File: src/rtl/i2c_target_pkg.sv
// Shared types and constants for the I2C target register block.
package i2c_target_pkg;

    typedef enum logic [3:0] {
        ST_IDLE,
        ST_ADDR,
        ST_ADDR_ACK,
        ST_PTR,
        ST_PTR_ACK,
        ST_WDATA,
        ST_WACK,
        ST_RDATA,
        ST_RACK,
        ST_WAIT
    } i2c_tgt_state_e;

    localparam logic [6:0] I2C_GENERAL_CALL = 7'h00;

    // Bit counter has to reach 8 (byte complete), so 4 bits.
    localparam int I2C_BIT_CNT_W = 4;

    // General call is never acknowledged, even if the own address were 0.
    function automatic logic i2c_addr_match(input logic [6:0] rx_addr,
                                            input logic [6:0] own_addr);
        return (rx_addr == own_addr) && (rx_addr != I2C_GENERAL_CALL);
    endfunction

endpackage

File: src/rtl/i2c_target_regs_if.sv
// I2C pad-side signals. The target uses the slave view; the board/bench drives
// the pad levels through the master view.
interface i2c_target_regs_if;
    logic scl_i;
    logic sda_i;
    logic sda_o;
    logic sda_oe;

    modport slave (
        input  scl_i,
        input  sda_i,
        output sda_o,
        output sda_oe
    );

    modport master (
        output scl_i,
        output sda_i,
        input  sda_o,
        input  sda_oe
    );
endinterface

File: src/rtl/i2c_target_filter.sv
// Two-flop synchronizer plus stability filter for one asynchronous pad level.
// The filtered output follows the synchronized input only after it has held a
// new level for FILTER_LEN consecutive clocks; it powers up high (idle bus).
module i2c_target_filter #(
    parameter int FILTER_LEN = 3
) (
    input  logic clk_i,
    input  logic rst_ni,
    input  logic in_i,
    output logic out_o
);

    localparam int CW = (FILTER_LEN > 1) ? $clog2(FILTER_LEN) : 1;
    localparam logic [CW-1:0] CNT_LOAD = CW'(FILTER_LEN - 1);

    logic          sync1_q;
    logic          sync2_q;
    logic          filt_q;
    logic [CW-1:0] cnt_q;

    // Metastability guard on the raw pad level.
    always_ff @(posedge clk_i or negedge rst_ni) begin
        if (!rst_ni) begin
            sync1_q <= 1'b1;
            sync2_q <= 1'b1;
        end else begin
            sync1_q <= in_i;
            sync2_q <= sync1_q;
        end
    end

    // Down-counter reloads whenever the input agrees with the output; a new
    // level is accepted when the counter reaches terminal count.
    always_ff @(posedge clk_i or negedge rst_ni) begin
        if (!rst_ni) begin
            filt_q <= 1'b1;
            cnt_q  <= CNT_LOAD;
        end else if (sync2_q == filt_q) begin
            cnt_q  <= CNT_LOAD;
        end else if (cnt_q == '0) begin
            filt_q <= sync2_q;
            cnt_q  <= CNT_LOAD;
        end else begin
            cnt_q  <= cnt_q - CW'(1);
        end
    end

    assign out_o = filt_q;

endmodule

File: src/rtl/i2c_target_regs.sv
// Open-drain I2C target with a small byte-wide register file and an
// auto-incrementing pointer. Clocked fast enough to oversample SCL.
//
// state       | meaning
// ------------+-----------------------------------------------------------
// ST_IDLE     | bus free or after reset; waits for START
// ST_ADDR     | shifting in address + R/W
// ST_ADDR_ACK | own address seen; drive ACK for one SCL low-high-low
// ST_PTR      | shifting in pointer byte
// ST_PTR_ACK  | ACK pointer byte
// ST_WDATA    | shifting in data byte
// ST_WACK     | ACK data byte; register written on ACK assertion
// ST_RDATA    | shifting reg[ptr] out MSB first
// ST_RACK     | SDA released; sample controller ACK/NACK
// ST_WAIT     | not addressed / read ended; ignore bus until START or STOP
module i2c_target_regs
    import i2c_target_pkg::*;
#(
    parameter logic [6:0] ADDR       = 7'h50,
    parameter int          NUM_REGS   = 16,
    parameter int          FILTER_LEN = 3
) (
    input  logic                        clk_i,
    input  logic                        rst_ni,
    i2c_target_regs_if.slave            bus,
    output logic                        wr_valid_o,
    output logic [$clog2(NUM_REGS)-1:0] wr_addr_o,
    output logic [7:0]                  wr_data_o,
    input  logic [$clog2(NUM_REGS)-1:0] dbg_addr_i,
    output logic [7:0]                  dbg_data_o,
    output logic                        busy_o
);

    localparam int AW = $clog2(NUM_REGS);
    localparam logic [I2C_BIT_CNT_W-1:0] BIT_ONE  = I2C_BIT_CNT_W'(1);
    localparam logic [I2C_BIT_CNT_W-1:0] BIT_LAST = I2C_BIT_CNT_W'(7);
    localparam logic [I2C_BIT_CNT_W-1:0] BIT_DONE = I2C_BIT_CNT_W'(8);

    logic scl_f, sda_f;
    logic scl_prev_q, sda_prev_q;
    logic scl_rise, scl_fall, start_det, stop_det;

    i2c_tgt_state_e            state_q, state_d;
    logic [I2C_BIT_CNT_W-1:0]  bit_cnt_q, bit_cnt_d;
    logic [7:0]                shift_q, shift_d;
    logic [AW-1:0]             ptr_q, ptr_d;
    logic                      sda_oe_q, sda_oe_d;
    logic                      reg_we;
    logic [7:0]                byte_in;
    logic [7:0]                rd_byte;

    logic [7:0]                regs_q [NUM_REGS];
    logic                      wr_valid_q;
    logic [AW-1:0]             wr_addr_q;
    logic [7:0]                wr_data_q;
    logic [7:0]                dbg_data_q;

    i2c_target_filter #(.FILTER_LEN(FILTER_LEN)) u_scl_filt (
        .clk_i  (clk_i),
        .rst_ni (rst_ni),
        .in_i   (bus.scl_i),
        .out_o  (scl_f)
    );

    i2c_target_filter #(.FILTER_LEN(FILTER_LEN)) u_sda_filt (
        .clk_i  (clk_i),
        .rst_ni (rst_ni),
        .in_i   (bus.sda_i),
        .out_o  (sda_f)
    );

    // Previous filtered levels for edge and bus-condition detection.
    always_ff @(posedge clk_i or negedge rst_ni) begin
        if (!rst_ni) begin
            scl_prev_q <= 1'b1;
            sda_prev_q <= 1'b1;
        end else begin
            scl_prev_q <= scl_f;
            sda_prev_q <= sda_f;
        end
    end

    assign scl_rise  =  scl_f & ~scl_prev_q;
    assign scl_fall  = ~scl_f &  scl_prev_q;
    assign start_det =  scl_f &  scl_prev_q &  sda_prev_q & ~sda_f;
    assign stop_det  =  scl_f &  scl_prev_q & ~sda_prev_q &  sda_f;

    assign byte_in = {shift_q[6:0], sda_f};
    assign rd_byte = regs_q[ptr_q];

    // FSM state, shifter, bit counter, pointer and SDA drive.
    always_ff @(posedge clk_i or negedge rst_ni) begin
        if (!rst_ni) begin
            state_q   <= ST_IDLE;
            bit_cnt_q <= '0;
            shift_q   <= '0;
            ptr_q     <= '0;
            sda_oe_q  <= 1'b0;
        end else begin
            state_q   <= state_d;
            bit_cnt_q <= bit_cnt_d;
            shift_q   <= shift_d;
            ptr_q     <= ptr_d;
            sda_oe_q  <= sda_oe_d;
        end
    end

    // Next state. Inside the ACK states sda_oe_q tells the 8th SCL fall
    // (assert ACK) apart from the 9th (release and move on).
    always_comb begin
        state_d   = state_q;
        bit_cnt_d = bit_cnt_q;
        shift_d   = shift_q;
        ptr_d     = ptr_q;
        sda_oe_d  = sda_oe_q;
        reg_we    = 1'b0;

        if (stop_det) begin
            state_d  = ST_IDLE;
            sda_oe_d = 1'b0;
        end else if (start_det) begin
            state_d   = ST_ADDR;
            bit_cnt_d = '0;
            sda_oe_d  = 1'b0;
        end else begin
            case (state_q)
                ST_ADDR, ST_PTR, ST_WDATA: begin
                    if (scl_rise) begin
                        shift_d   = byte_in;
                        bit_cnt_d = bit_cnt_q + BIT_ONE;
                        if (bit_cnt_q == BIT_LAST) begin
                            bit_cnt_d = '0;
                            if (state_q == ST_ADDR) begin
                                state_d = i2c_addr_match(byte_in[7:1], ADDR) ? ST_ADDR_ACK : ST_WAIT;
                            end else if (state_q == ST_PTR) begin
                                ptr_d   = byte_in[AW-1:0];
                                state_d = ST_PTR_ACK;
                            end else begin
                                state_d = ST_WACK;
                            end
                        end
                    end
                end
                ST_ADDR_ACK: begin
                    if (scl_fall) begin
                        if (!sda_oe_q) begin
                            sda_oe_d = 1'b1;
                        end else if (shift_q[0]) begin
                            // Read: first data bit goes out on this same fall.
                            state_d   = ST_RDATA;
                            sda_oe_d  = ~rd_byte[7];
                            shift_d   = {rd_byte[6:0], 1'b0};
                            bit_cnt_d = BIT_ONE;
                        end else begin
                            sda_oe_d = 1'b0;
                            state_d  = ST_PTR;
                        end
                    end
                end
                ST_PTR_ACK: begin
                    if (scl_fall) begin
                        if (!sda_oe_q) begin
                            sda_oe_d = 1'b1;
                        end else begin
                            sda_oe_d = 1'b0;
                            state_d  = ST_WDATA;
                        end
                    end
                end
                ST_WACK: begin
                    if (scl_fall) begin
                        if (!sda_oe_q) begin
                            sda_oe_d = 1'b1;
                            reg_we   = 1'b1;
                            ptr_d    = ptr_q + AW'(1);
                        end else begin
                            sda_oe_d = 1'b0;
                            state_d  = ST_WDATA;
                        end
                    end
                end
                ST_RDATA: begin
                    if (scl_fall) begin
                        if (bit_cnt_q == '0) begin
                            sda_oe_d  = ~rd_byte[7];
                            shift_d   = {rd_byte[6:0], 1'b0};
                            bit_cnt_d = BIT_ONE;
                        end else if (bit_cnt_q == BIT_DONE) begin
                            sda_oe_d  = 1'b0;
                            ptr_d     = ptr_q + AW'(1);
                            bit_cnt_d = '0;
                            state_d   = ST_RACK;
                        end else begin
                            sda_oe_d  = ~shift_q[7];
                            shift_d   = {shift_q[6:0], 1'b0};
                            bit_cnt_d = bit_cnt_q + BIT_ONE;
                        end
                    end
                end
                ST_RACK: begin
                    if (scl_rise) begin
                        state_d = sda_f ? ST_WAIT : ST_RDATA;
                    end
                end
                default: ;
            endcase
        end
    end

    // Register file; a write lands on the same clock the ACK is asserted.
    always_ff @(posedge clk_i or negedge rst_ni) begin
        if (!rst_ni) begin
            for (int i = 0; i < NUM_REGS; i++) regs_q[i] <= '0;
        end else if (reg_we) begin
            regs_q[ptr_q] <= shift_q;
        end
    end

    // Write notification, one clock per written byte.
    always_ff @(posedge clk_i or negedge rst_ni) begin
        if (!rst_ni) begin
            wr_valid_q <= 1'b0;
            wr_addr_q  <= '0;
            wr_data_q  <= '0;
        end else begin
            wr_valid_q <= reg_we;
            if (reg_we) begin
                wr_addr_q <= ptr_q;
                wr_data_q <= shift_q;
            end
        end
    end

    // Debug read port; a same-cycle write shows up one clock later.
    always_ff @(posedge clk_i or negedge rst_ni) begin
        if (!rst_ni) dbg_data_q <= '0;
        else         dbg_data_q <= regs_q[dbg_addr_i];
    end

    assign bus.sda_o  = 1'b0;
    assign bus.sda_oe = sda_oe_q;
    assign wr_valid_o = wr_valid_q;
    assign wr_addr_o  = wr_addr_q;
    assign wr_data_o  = wr_data_q;
    assign dbg_data_o = dbg_data_q;
    assign busy_o     = (state_q != ST_IDLE);

endmodule

File: src/flat_wrapper.sv
// flat-port wrapper written by rule: the top's interface ports become plain ports
module i2c_target_regs_flat import i2c_target_pkg::*;
#(
    parameter logic [6:0] ADDR       = 7'h50,
    parameter int          NUM_REGS   = 16,
    parameter int          FILTER_LEN = 3
)
  (clk_i, rst_ni, wr_valid_o, wr_addr_o, wr_data_o, dbg_addr_i, dbg_data_o, busy_o, bus_scl_i, bus_sda_i, bus_sda_o, bus_sda_oe);
  i2c_target_regs_if bus_i ();
  input  logic clk_i;
  input  logic rst_ni;
  output logic wr_valid_o;
  output logic [$clog2(NUM_REGS)-1:0] wr_addr_o;
  output logic [7:0] wr_data_o;
  input  logic [$clog2(NUM_REGS)-1:0] dbg_addr_i;
  output logic [7:0] dbg_data_o;
  output logic busy_o;
  input wire logic [$bits(bus_i.scl_i)-1:0] bus_scl_i;
  input wire logic [$bits(bus_i.sda_i)-1:0] bus_sda_i;
  output wire logic [$bits(bus_i.sda_o)-1:0] bus_sda_o;
  output wire logic [$bits(bus_i.sda_oe)-1:0] bus_sda_oe;
  assign bus_i.scl_i = bus_scl_i;
  assign bus_i.sda_i = bus_sda_i;
  assign bus_sda_o = bus_i.sda_o;
  assign bus_sda_oe = bus_i.sda_oe;
  i2c_target_regs #(.ADDR(ADDR), .NUM_REGS(NUM_REGS), .FILTER_LEN(FILTER_LEN)) u_core (.clk_i(clk_i), .rst_ni(rst_ni), .bus(bus_i), .wr_valid_o(wr_valid_o), .wr_addr_o(wr_addr_o), .wr_data_o(wr_data_o), .dbg_addr_i(dbg_addr_i), .dbg_data_o(dbg_data_o), .busy_o(busy_o));
endmodule
File: config.mk
export PLATFORM = sky130hd
export DESIGN_NAME = i2c_target_regs_flat
export DESIGN_NICKNAME = d
export VERILOG_FILES = /design/src/rtl/i2c_target_pkg.sv /design/src/rtl/i2c_target_regs_if.sv /design/src/rtl/i2c_target_filter.sv /design/src/rtl/i2c_target_regs.sv /design/src/flat_wrapper.sv
export SDC_FILE = /design/constraint.sdc
export NUM_CORES = 1
export LEC_CHECK = 0
export BUFFER_PORTS_ARGS = -buffer_cell sky130_fd_sc_hd__clkbuf_2
export CAP_MARGIN = 20
export CELL_PAD_IN_SITES_DETAIL_PLACEMENT = 1
export CELL_PAD_IN_SITES_GLOBAL_PLACEMENT = 2
export CORE_MARGIN = 3
export CORE_UTILIZATION = 40
export CTS_BUF_LIST = sky130_fd_sc_hd__clkbuf_8 sky130_fd_sc_hd__clkbuf_16
export DETAILED_ROUTE_END_ITERATION = 8
export PLACE_DENSITY_LB_ADDON = 0.1
export SYNTH_ARGS = -nofsm -noshare
export SYNTH_HDL_FRONTEND = slang
export SYNTH_SLANG_ARGS = --single-unit
File: constraint.sdc
create_clock -name clk_i -period 5.6 [get_ports clk_i]
set_input_delay 0.28 -clock clk_i [delete_from_list [all_inputs] [get_ports clk_i]]
set_output_delay 0.28 -clock clk_i [all_outputs]
set_load 0.01 [all_outputs]
# After elaboration in Yosys (flattened, before gate mapping)

Cells that the tools add are included.

Register bits: 182
Logic and storage cells: 199

Add/subtract/negate cells: 4
Equal/unequal tests: 41
Multiplexer cells: 74
Order comparisons: 3
Reduce and logical (&&, ||, !) cells: 22
Bitwise operators: 19

Operator list:

| kind                                                             | number |
|---|---|
| 4-bit 2-to-1 mux                                                 | 33 |
| 128-bit bitwise mux                                              | 1 |
| 8-bit 2-to-1 mux                                                 | 12 |
| 8-bit binary-select mux with 4-bit select                        | 2 |
| 4-bit by 1-bit != test with 1-bit output (second input constant) | 9 |
| 8-bit demux with 4-bit select                                    | 1 |
| 4-bit case mux with 3 select lines                               | 2 |
| 8-bit case mux with 3 select lines                               | 1 |
| 4-bit by 3-bit == test with 1-bit output (second input constant) | 5 |
| 4-bit case mux with 5 select lines                               | 1 |
| 2-bit by 1-bit != test with 1-bit output (second input constant) | 9 |
| 3-bit by 1-bit != test with 1-bit output (second input constant) | 5 |
| 1-bit 2-to-1 mux                                                 | 14 |
| 7-bit nonzero test                                               | 2 |
| 12-bit AND reduction                                             | 1 |
| 11-bit AND reduction                                             | 1 |
| 5-bit >= comparator (second input constant)                      | 2 |
| 2-bit 2-to-1 mux                                                 | 5 |
| 1-bit inverter                                                   | 10 |
| 4-bit inverter with 5-bit output                                 | 2 |
| 9-bit AND reduction                                              | 1 |
| 4-bit by 1-bit adder with 4-bit output (second input constant)   | 2 |
| 4-bit by 2-bit == test with 1-bit output (second input constant) | 2 |
| 4-bit == test (second input constant)                            | 2 |
| 23 further kinds                                                 | 38 |

# Longest topological paths before layout

Gate-level depths: netlist of the first run.

Word-level depth: 11
Gate-level depth with buffers: 10
Gate-level depth less buffers: 7

# Cells and area by module

Synthesis of the first run repeated with hierarchy kept, for this count alone.

Cells, all modules: 705
Area total of the unflattened synthesis: 9529.1 µm²

Modules (own cells, without submodules):

| module            | cells an instance | instances | area each (µm²) |
|---|---|---|---|
| i2c_target_regs   | 679               | 1         | 9143.8 |
| i2c_target_filter | 13                | 2         | 192.7 |

# Least setup slack after synthesis of the first run

OpenSTA, ideal clock, no wires.

Path type: register -> register
Start: register u_core.ptr_q[1]
End: register u_core.regs_q[89] in the netlist's numbering
Data required time: 5.475 ns
Buffers on the path: 2
Cell stages (with the launch flop): 7
Setup time: 0.125 ns
Slack: 3.337 ns
Arrival time: 2.138 ns
Cells stage by stage: dfrtp_1 -> clkbuf_1 -> clkbuf_1 -> inv_1 -> ha_1 -> nand2_1 -> mux2_2

Longest elaborated chain between the ends: 6

RTL lines:

| what                                                                                                              | line                   | text |
|---|---|---|
| from (decl)                                                                                                       | i2c_target_regs.sv:46  | `logic [AW-1:0] ptr_q, ptr_d;` |
| from (signal assigned)                                                                                            | i2c_target_regs.sv:103 | `ptr_q <= ptr_d;` |
| 4-bit inverter with 5-bit output (implied by the code) (*)                                                        | i2c_target_regs.sv:215 | `regs_q[ptr_q] <= shift_q;` |
| 5-bit >= comparator (implied by the code) / 5-bit by 1-bit < comparator with 1-bit output (equally long branches) | i2c_target_regs.sv:215 |  |
| 1-bit logical AND (implied by the code)                                                                           | i2c_target_regs.sv:215 |  |
| 8-bit 2-to-1 mux (implied by the code)                                                                            | i2c_target_regs.sv:215 |  |
| 8-bit demux with 4-bit select (*)                                                                                 | i2c_target_regs.sv:215 |  |
| 128-bit bitwise mux (*)                                                                                           | i2c_target_regs.sv:215 |  |
| to (signal, indexed assignment)                                                                                   | i2c_target_regs.sv:215 |  |
| to (decl)                                                                                                         | i2c_target_regs.sv:52  | `logic [7:0] regs_q [NUM_REGS];` |

Mark *: on every way between the ends. The rest lies on a longest branch, timed or not.
A chain may end at the register's enable or synchronous reset.

# Worst setup path after layout of the first run

Start: register u_core.state_q[2]
End: register u_core.regs_q[46] in the netlist's numbering

Longest elaborated chain between the ends: 4

RTL lines:

| what                                     | line                   | text |
|---|---|---|
| from (decl)                              | i2c_target_regs.sv:43  | `i2c_tgt_state_e state_q, state_d;` |
| from (signal assigned)                   | i2c_target_regs.sv:100 | `state_q <= state_d;` |
| 4-bit by 3-bit == test with 1-bit output | i2c_target_regs.sv:126 | `case (state_q)` |
| 1-bit 2-to-1 mux                         | i2c_target_regs.sv:126 |  |
| 1-bit 2-to-1 mux                         | i2c_target_regs.sv:121 | `end else if (start_det) begin` |
| 1-bit 2-to-1 mux                         | i2c_target_regs.sv:118 | `if (stop_det) begin` |

No other way between the ends.

==> reports/qor.csv, run 1 <==
metric,value,unit
dpl.hpwl,18100,um
syn_inst,741,
die_w,162,um
synth_xor_area_frac,0.00539,
setup_tns,0,ns
overflow,0,
die_area,26300,sq um
finalSetupViolations,0,
clk_pin_slew,0.07,ns
synth.cell_area,9750,sq um
synthArstFlopShare,1.00,
io_pins,32,
max_stage_delay,0.86,ns
hold_path_class,in -> async,
status,"complete, but fails checks",
cts_setup_buffers,0,
cp-end-kind,flop,
finalCritPeriodShare,0.560,
finClkSkew,0.0124,ns
synth_top_flop_cell,dfrtp_1,
post_cts_resize_count,0,
cts_buffer_depth,2,
synthAdderAreaFrac,0.0128,
synth_warnings,0,
ir_drop,0.197,mV
cp.arrival,3.45,ns
core,23700,sq um
synth_nets,759,
failed_checks,negative hold slack,
syn_to_final_growth,9.69,%
required,5.92,ns
final_nets,758,
fin_crit,3.13,ns
vias,6272,
clk_latency,0.44,ns
grt_pass1_wl,42500,um
port_buffers,30,
yosysSeqAreaShare,0.468,
final_common_cell,dfrtp_1,
drive_gt1_frac,0.348,
viasPerCell,5.85,
ys_types,65,
grt_usage,0.216,
startpoint,u_core.state_q[2],
gp_congestion,0.807,
synth_mux_area_frac,0.326,
pre_cts_ws,2.48,ns
drt-initial-drc-count,378,
synth_top_area_share,0.441,
yosys.area_share.simple,0.0919,
synth.avg_cell_area,13.2,sq um
grt_pass1_vias,6852,
synth.area.top_cells,"dfrtp_1 (44%), mux4_2 (14%), mux2_2 (8.1%)",
startpoint_type,flop,
drv_slew,0,
cts_buffers,17,
postCtsHoldBufs,2,
cpMaxStageDelayCell,or4_1,
num_rows,56,
r2r_start,u_core.state_q[2],
synth_edf_count,0,
critPathMaxFanout,19,
htree_levels,4,
wl,27300,um
setup_ws,2.47,ns
fp.dieH,162,um
drtAntennaViolNets,0,
antenna_found_initial,0,
nFillCells,2453,
p_per_area,455,nW/um^2
initial_core_util,0.412,
drc,0,
synth_compound_gate_area_share,0.0615,
synth-seq-cells,182,
dr.pass1.iters,4,
wl_per_cell,25.5,um
synth_top_family_by_area,multiplexers,
path_cells,nand3b_4 -> or4_1 -> clkinv_2 -> and3_1 -> nand2_2 -> mux2_1,
hold_ws,-0.0168,ns
layout_common_cells,"dfrtp_1 (170), nand2_1 (74), mux2_2 (70)",
grt_max_degree,122,
cts.sinks,182,
yosysTopAreaCell,dfrtp_1,
relSlewSlack,0.301,
clk_root_buffer_cell,clkbuf_16,
tightest_slew,1.05,ns
design_power_total,4.87,mW
finalHoldViolations,3,
maxCapViolations,0,
max_freq,319,MHz
rsz0062_at_grt,false,
worstSetupPathType,reg -> reg,
p_leak,4.98,nW
tritoncts,built,
## layer usage
layer  GRT usage  part of all wire
met5           0                 0
met4      0.0504             0.014
met3      0.0352             0.030
met2       0.375              0.52
met1       0.287              0.44
## stage by stage
stage	cell area, sq um	util	instances	hold WS (ns)
floorplan	9750	-	741	-0.0156
global placement	10100	0.426	1038	0.347
detailed placement	10100	0.426	1038	0.348
CTS	10700	0.452	1072	0.0295
global route	10700	0.452	1072	0.0626
finish	10700	0.452	1073	-0.0168
## worst paths after layout
check	end	slack, ns	depth (start not counted)
min in group clk_i	u_core.u_sda_filt.sync2_q	0.36	0
max in group asynchronous	u_core.regs_q[21]	4.12	2
min reg2reg	u_core.u_sda_filt.sync2_q	0.36	0
min	u_core.state_q[1]	-0.02	1
max reg2reg	u_core.regs_q[46]	2.47	6
max	u_core.regs_q[46]	2.47	6
## worst max-delay path: cells and delay by family (launching register included)
kind | cells | cell delay (ns)
DFF | 1 | 0.70
muxes | 1 | 0.40
and+or+nand+nor | 4 | 1.59
buffers and inverters | 1 | 0.31
## cell type report
class | instances | area (sq um) | area share
Antenna cell | 1 | 2.50 | 0.000234
Inverter | 16 | 61.3 | 0.00573
Tap cell | 319 | 399 | 0.0373
Clock buffer | 18 | 439 | 0.0411
Timing Repair Buffer | 38 | 224 | 0.0209
Multi-Input combinational cell | 485 | 4860 | 0.454
Clock inverter | 14 | 144 | 0.0135
Sequential cell | 182 | 4570 | 0.427
## flip-flops by register name (all words and copies together), names as in the netlist, 2 cells and up
signal and count:
u_core.bit_cnt_q 4, u_core.regs_q 128, u_core.wr_data_o 8, u_core.wr_addr_o 4
u_core.shift_q 8, u_core.u_sda_filt.cnt_q 2, u_core.ptr_q 4, u_core.dbg_data_o 8
u_core.state_q 4, u_core.u_scl_filt.cnt_q 2
## Yosys cell counts (6+ instances only)
cell type / instances
nor2b_1: 7
dfstp_2: 10
dfrtp_1: 172
mux2_1: 28
o21ai_0: 19
mux2_4: 32
mux4_2: 62
mux2i_1: 20
buf_1: 7
nand2_1: 74
inv_1: 15
nand3_1: 10
a21oi_1: 14
a22oi_1: 8
ha_1: 10
nor3_1: 7
o211ai_1: 7
mux2_2: 70
clkbuf_1: 35
a31oi_1: 7
nand2b_1: 6
nor2_1: 26
a221oi_1: 7
buf_2: 11
## report_power, final
part	leakage, nW	internal, mW	switching, mW
clock network	0.287	0.639	0.582
registers	2.44	1.57	0.487
logic	2.25	0.689	0.899
## kinds of logic after synthesis
kind of cell               Yosys count
buffers and inverters               74
and+or+nand+nor                    168
muxes                              212
xor gates and xnor gates             6
adders and majority gates           10
other                                1
AOI/OAI and AO/OA                   88
DFF                                182
(Power assumes the default switching activity.)
==> inputs of run 2 (changes only) <==
==> constraint.sdc (replaced) <==
create_clock -name clk_i -period 2.8 [get_ports clk_i]
set_input_delay 0.14 -clock clk_i [delete_from_list [all_inputs] [get_ports clk_i]]
set_output_delay 0.14 -clock clk_i [all_outputs]
set_load 0.01 [all_outputs]
==> run 2 against run 1 <==
  * The run now ends clean
  * Total power up 100%
  * Non-clock buffer count up 20
  * Maximum frequency up 24%
  * First-iteration DRC count down 22%
  * Critical path type unchanged
  * Critical endpoint is now u_core.regs_q[72]
  * Largest cell class unchanged
  * Highest routed layer unchanged
==> reports/qor.csv, run 2 (synthesis results as in run 1) <==
metric,value,unit,change
grt_pass1_vias,6985,,+1.9%
cp-end-kind,flop,,
rsz0062_at_grt,false,,
largest_reg_flops,128,,unchanged
wl,27700,um,+1.3%
initial_core_util,0.412,,unchanged
clkPwrFrac,0.243,,-0.008
clk_latency,0.44,ns,about the same
htree_levels,4,,unchanged
seqPwrFrac,0.377,,-0.046
drv_slew,0,,unchanged
p_leak,5.10,nW,+2.4%
antenna_found_initial,0,,unchanged
finalHoldViolations,0,,-3
die_w,162,um,unchanged
startpoint_type,flop,,
grt_max_degree,74,,-39%
intPower,6.02,mW,+110%
cp.arrival,2.86,ns,-0.59 ns
dr.pass1.iters,4,,unchanged
die_area,26300,sq um,unchanged
io_pins,32,,unchanged
clk_pin_slew,0.07,ns,about the same
final_common_cell,dfrtp_1,,
comb_power_share,0.380,,+0.054
core,23700,sq um,unchanged
tightest_slew,0.745,ns,-0.304 ns
ir_drop,0.377,mV,+91%
dpl.hpwl,18900,um,+4.4%
cts_buffers,17,,unchanged
drt-initial-drc-count,296,,-22%
p_per_area,912,nW/um^2,+100%
syn_to_final_growth,11.8,%,
finalCritPeriodShare,0.906,,+0.346
critPathMaxFanout,8,,-11
cts_buffer_depth,2,,unchanged
worstSetupPathType,reg -> reg,,
grt_usage,0.219,,+0.00259
port_buffers,30,,unchanged
num_rows,56,,unchanged
tritoncts,built,,
fin_crit,2.54,ns,-0.598 ns
power.switching,3.93,mW,+100%
hold_path_class,in -> reg,,
required,3.12,ns,-2.80 ns
max_freq,394,MHz,+24%
finalSetupViolations,0,,unchanged
cts.sinks,182,,unchanged
drtAntennaViolNets,0,,unchanged
clk_root_buffer_cell,clkbuf_16,,
overflow,0,,unchanged
fp.dieH,162,um,unchanged
drc,0,,unchanged
diodes,0,,-1
nFillCells,2468,,+0.61%
switching_share,0.395,,-0.00935
setup_tns,0,ns,unchanged
drive_gt1_frac,0.362,,+0.0143
final_nets,778,,+2.6%
gp_congestion,0.819,,+1.6%
final_util,0.460,,+0.00877
vias,6349,,+1.2%
wl_per_cell,25.4,um,-0.42%
viasPerCell,5.81,,-0.53%
relSlewSlack,0.502,,+0.202
cts_setup_buffers,0,,unchanged
maxCapViolations,0,,unchanged
status,completed,,
top_register,u_core.regs_q,,
layout_common_cells,"dfrtp_1 (170), nand2_1 (74), mux2_2 (70)",,
post_cts_resize_count,0,,unchanged
finClkSkew,0.0105,ns,-0.00187 ns
grt_pass1_wl,43100,um,+1.5%
-- run 2: changes by cell type in the layout (fill, tap and decap cells not counted) --
cell           before  now
buf_12              0    5
buf_4               6   20
bufinv_16           1    2
clkbuf_8            2    1
clkinv_2            3    4
clkinv_4            2    1
clkinv_8            1    0
diode_2             1    0
dlygate4sd3_1       2    3
inv_1              16   17
inv_6               2    4
inv_8               3    1
-- run 2: power groups by stage --
stage / combinational, mW / clock [mW] / sequential [mW]
after CTS: 3.81 / 2.48 / 3.75
after global placement: 3.74 / 0 / 3.75
final: 3.78 / 2.42 / 3.76
after detailed placement: 3.79 / 0 / 3.80
after global routing: 4.12 / 2.60 / 3.84
after floorplan: 2.68 / 0 / 3.49
-- run 2: area by class of cell --
cell class,count,area (sq um),area share
well taps,319,399,0.0366
inverters,16,61.3,0.00562
flip-flops and latches,182,4570,0.419
clock buffers,17,425,0.0390
clock inverters,15,153,0.0140
repair buffers,58,439,0.0403
multi-input cells,485,4860,0.445
-- run 2: timing repair --
item                       CTS  global route
hold endpoints to repair    63             0
hold buffers                 3             0
setup endpoints to repair    0             0
-- run 2: through the flow --
stage / cells / hold slack, ns / total power [mW] / setup WS [ns] / cell area [sq um]
3_3_place_gp: 1057 / 0.209 / 7.49 / 0.348 / 10300
3_5_place_dp: 1057 / 0.221 / 7.59 / 0.311 / 10300
2_1_floorplan: 741 / -0.156 / 6.17 / 0.537 / 9750
5_1_grt: 1092 / 0.245 / 10.6 / 0.162 / 10900
4_1_cts: 1092 / 0.239 / 10.0 / 0.294 / 10900
6_report: 1092 / 0.260 / 9.95 / 0.264 / 10900
-- run 2: final timing paths --
path / from / endpoint / slack, ns / depth (start not counted)
max: u_core.scl_prev_q / u_core.regs_q[72] / 0.26 / 5
min: dbg_addr_i[3] / u_core.dbg_data_o[1] / 0.26 / 2
max reg2reg: u_core.scl_prev_q / u_core.regs_q[72] / 0.26 / 5
min reg2reg: u_core.u_sda_filt.sync1_q / u_core.u_sda_filt.sync2_q / 0.36 / 0
max in group asynchronous: rst_ni / u_core.regs_q[61] / 1.70 / 3
min in group asynchronous: rst_ni / u_core.u_sda_filt.cnt_q[0] / 0.28 / 2
-- run 2: worst max-delay path: stages, from the launching register on --
cell and delay, ns:
dfstp_2 0.59, nand2b_1 0.11, or4_1 0.55, nor3_2 0.26, nand2_1 0.45, mux2_1 0.46
-- run 2: metal layers --
| layer | GRT usage | wire length [um] |
|---|---|---|
| met2 | 0.378 | 14100 |
| met4 | 0.0624 | 564 |
| met1 | 0.289 | 12100 |
| met5 | 0 | 0 |
| met3 | 0.0321 | 873 |
==> inputs of run 3 (changes only) <==
--- a/config.mk
+++ b/config.mk
@@ -14,6 +14,7 @@
 export CTS_BUF_LIST = sky130_fd_sc_hd__clkbuf_8 sky130_fd_sc_hd__clkbuf_16
 export DETAILED_ROUTE_END_ITERATION = 8
 export PLACE_DENSITY_LB_ADDON = 0.1
+export RECOVER_POWER = 25
 export SYNTH_ARGS = -nofsm -noshare
 export SYNTH_HDL_FRONTEND = slang
 export SYNTH_SLANG_ARGS = --single-unit
==> run 3 against run 2 <==
  * Maximum frequency down 0.44%
  * Clock skew down 0.0011 ns
  * Largest power group unchanged
  * The flow now finishes with violations (max-capacitance violations, max-slew violations)
  * Global-route usage unchanged
==> reports/qor.csv, run 3 (synthesis results as in run 1) <==
metric,value,unit,change
dr.pass1.iters,4,,unchanged
p_leak,5.04,nW,-1.1%
hold_path_class,in -> reg,,
finalCritPeriodShare,0.910,,+0.00404
overflow,0,,unchanged
maxCapViolations,1,,+1
fin_crit,2.55,ns,+0.0113 ns
cts_buffer_depth,2,,unchanged
grt_pass1_wl,43100,um,unchanged
tritoncts,built,,
cts.sinks,182,,unchanged
grt_usage,0.219,,unchanged
wl_per_cell,25.3,um,-0.16%
vias,6356,,+0.11%
drive_gt1_frac,0.340,,-0.0220
pre_cts_ws,0.311,ns,unchanged
cts_buffers,17,,unchanged
cp.arrival,2.87,ns,about the same
die_w,162,um,unchanged
finalSetupViolations,0,,unchanged
drc,0,,unchanged
hold_start,dbg_addr_i[3],,
setup_tns,0,ns,unchanged
required,3.12,ns,about the same
drtAntennaViolNets,0,,unchanged
cts_setup_buffers,0,,unchanged
critPathMaxFanout,8,,unchanged
final_nets,778,,unchanged
wl,27700,um,about the same
htree_levels,4,,unchanged
final_common_cell,dfrtp_1,,
status,"complete, but fails checks",,
path_cells,nand2b_1 -> or4_1 -> nor3_2 -> nand2_1 -> mux2_1,,
critPathTopFamily,simple AND/OR/NAND/NOR gates,,
finClkSkew,0.00941,ns,-0.00110 ns
core,23700,sq um,unchanged
grt_busiest_layer,met2,,
hold_ws,0.257,ns,-0.00275 ns
clk_pin_slew,0.07,ns,about the same
dpl.hpwl,18900,um,unchanged
startpoint_type,flop,,
max_stage_delay,0.59,ns,about the same
grt_pass1_vias,6985,,unchanged
grt_max_degree,74,,unchanged
rsz0062_at_grt,false,,
tightest_slew,2.00,ns,+1.25 ns
startpoint,u_core.scl_prev_q,,
finalHoldViolations,0,,unchanged
critPathBufInv,0,,unchanged
ir_drop,0.375,mV,-0.40%
final_util,0.459,,-0.00100
cpMaxStageDelayCell,dfstp_2,,
drv_slew,72,,+72
worstSetupPathType,reg -> reg,,
globalRouteMet2Util,0.378,,unchanged
viasPerCell,5.82,,about the same
top_register,u_core.regs_q,,
relSlewSlack,-0.332,,-0.834
use_met3,0.0321,,unchanged
port_buffers,30,,unchanged
failed_checks,"max-capacitance violations, max-slew violations",,
layout_common_cells,"dfrtp_1 (170), nand2_1 (74), mux2_2 (70)",,
drt-initial-drc-count,306,,+3.4%
clk_root_buffer_cell,clkbuf_16,,
post_cts_resize_count,0,,unchanged
initial_core_util,0.412,,unchanged
setup_ws,0.252,ns,-0.0113 ns
clk_latency,0.44,ns,about the same
p_per_area,912,nW/um^2,about the same
largest_reg_flops,128,,unchanged
fp.dieH,162,um,unchanged
syn_to_final_growth,11.6,%,
grt_use_met1,0.289,,unchanged
antenna_found_initial,0,,unchanged
num_rows,56,,unchanged
io_pins,32,,unchanged
cp-end-kind,flop,,
r2r_start,u_core.scl_prev_q,,
gp_congestion,0.819,,unchanged
die_area,26300,sq um,unchanged
max_freq,393,MHz,-0.44%
-- run 3: cell types whose count changed in the layout (fill, tap and decap cells not counted), sizes merged --
cell,previous run,this run
diode,0,1
-- run 3: routing by layer --
metal | part of all wire | routed length, um | up-vias
met3 | 0.030 | 824 | 34
li1 | - | - | 2787
met2 | 0.51 | 14100 | 107
met4 | 0.019 | 528 | 0
met5 | 0 | 0 | -
met1 | 0.44 | 12200 | 3428
-- run 3: what timing repair did --
item | 4_1_cts | 5_1_grt
endpoints found under the hold margin | 63 | 0
setup endpoints to repair | 0 | 0
hold buffers | 3 | 0
-- run 3: area by class of cell --
| class | count | area [sq um] |
|---|---|---|
| Sequential cell | 182 | 4570 |
| Multi-Input combinational cell | 485 | 4860 |
| Clock buffer | 17 | 425 |
| Clock inverter | 15 | 153 |
| Antenna cell | 1 | 2.50 |
| Fill cell | 2470 | 12800 |
| Inverter | 16 | 61.3 |
| Tap cell | 319 | 399 |
| Timing Repair Buffer | 58 | 413 |
-- run 3: through the flow --
step | cells | power (mW) | area [sq um]
4_1_cts | 1092 | 10.0 | 10900
3_3_place_gp | 1057 | 7.49 | 10300
3_5_place_dp | 1057 | 7.59 | 10300
2_1_floorplan | 741 | 6.17 | 9750
5_1_grt | 1092 | 10.5 | 10900
6_report | 1093 | 9.93 | 10900
-- run 3: power by group --
group / internal (mW) / switching, mW
combinational: 1.53 / 2.24
clock: 1.32 / 1.09
sequential: 3.15 / 0.595
total: 6.00 / 3.93
-- run 3: final timing paths --
check	end	slack (ns)	cells past startpoint
setup / recovery	u_core.regs_q[72]	0.25	5
hold / removal	u_core.dbg_data_o[1]	0.26	2
setup reg to reg	u_core.regs_q[72]	0.25	5
hold reg to reg	u_core.u_sda_filt.sync2_q	0.36	0
max in group asynchronous	u_core.ptr_q[1]	0.68	2
min in group asynchronous	u_core.u_sda_filt.cnt_q[0]	0.82	2
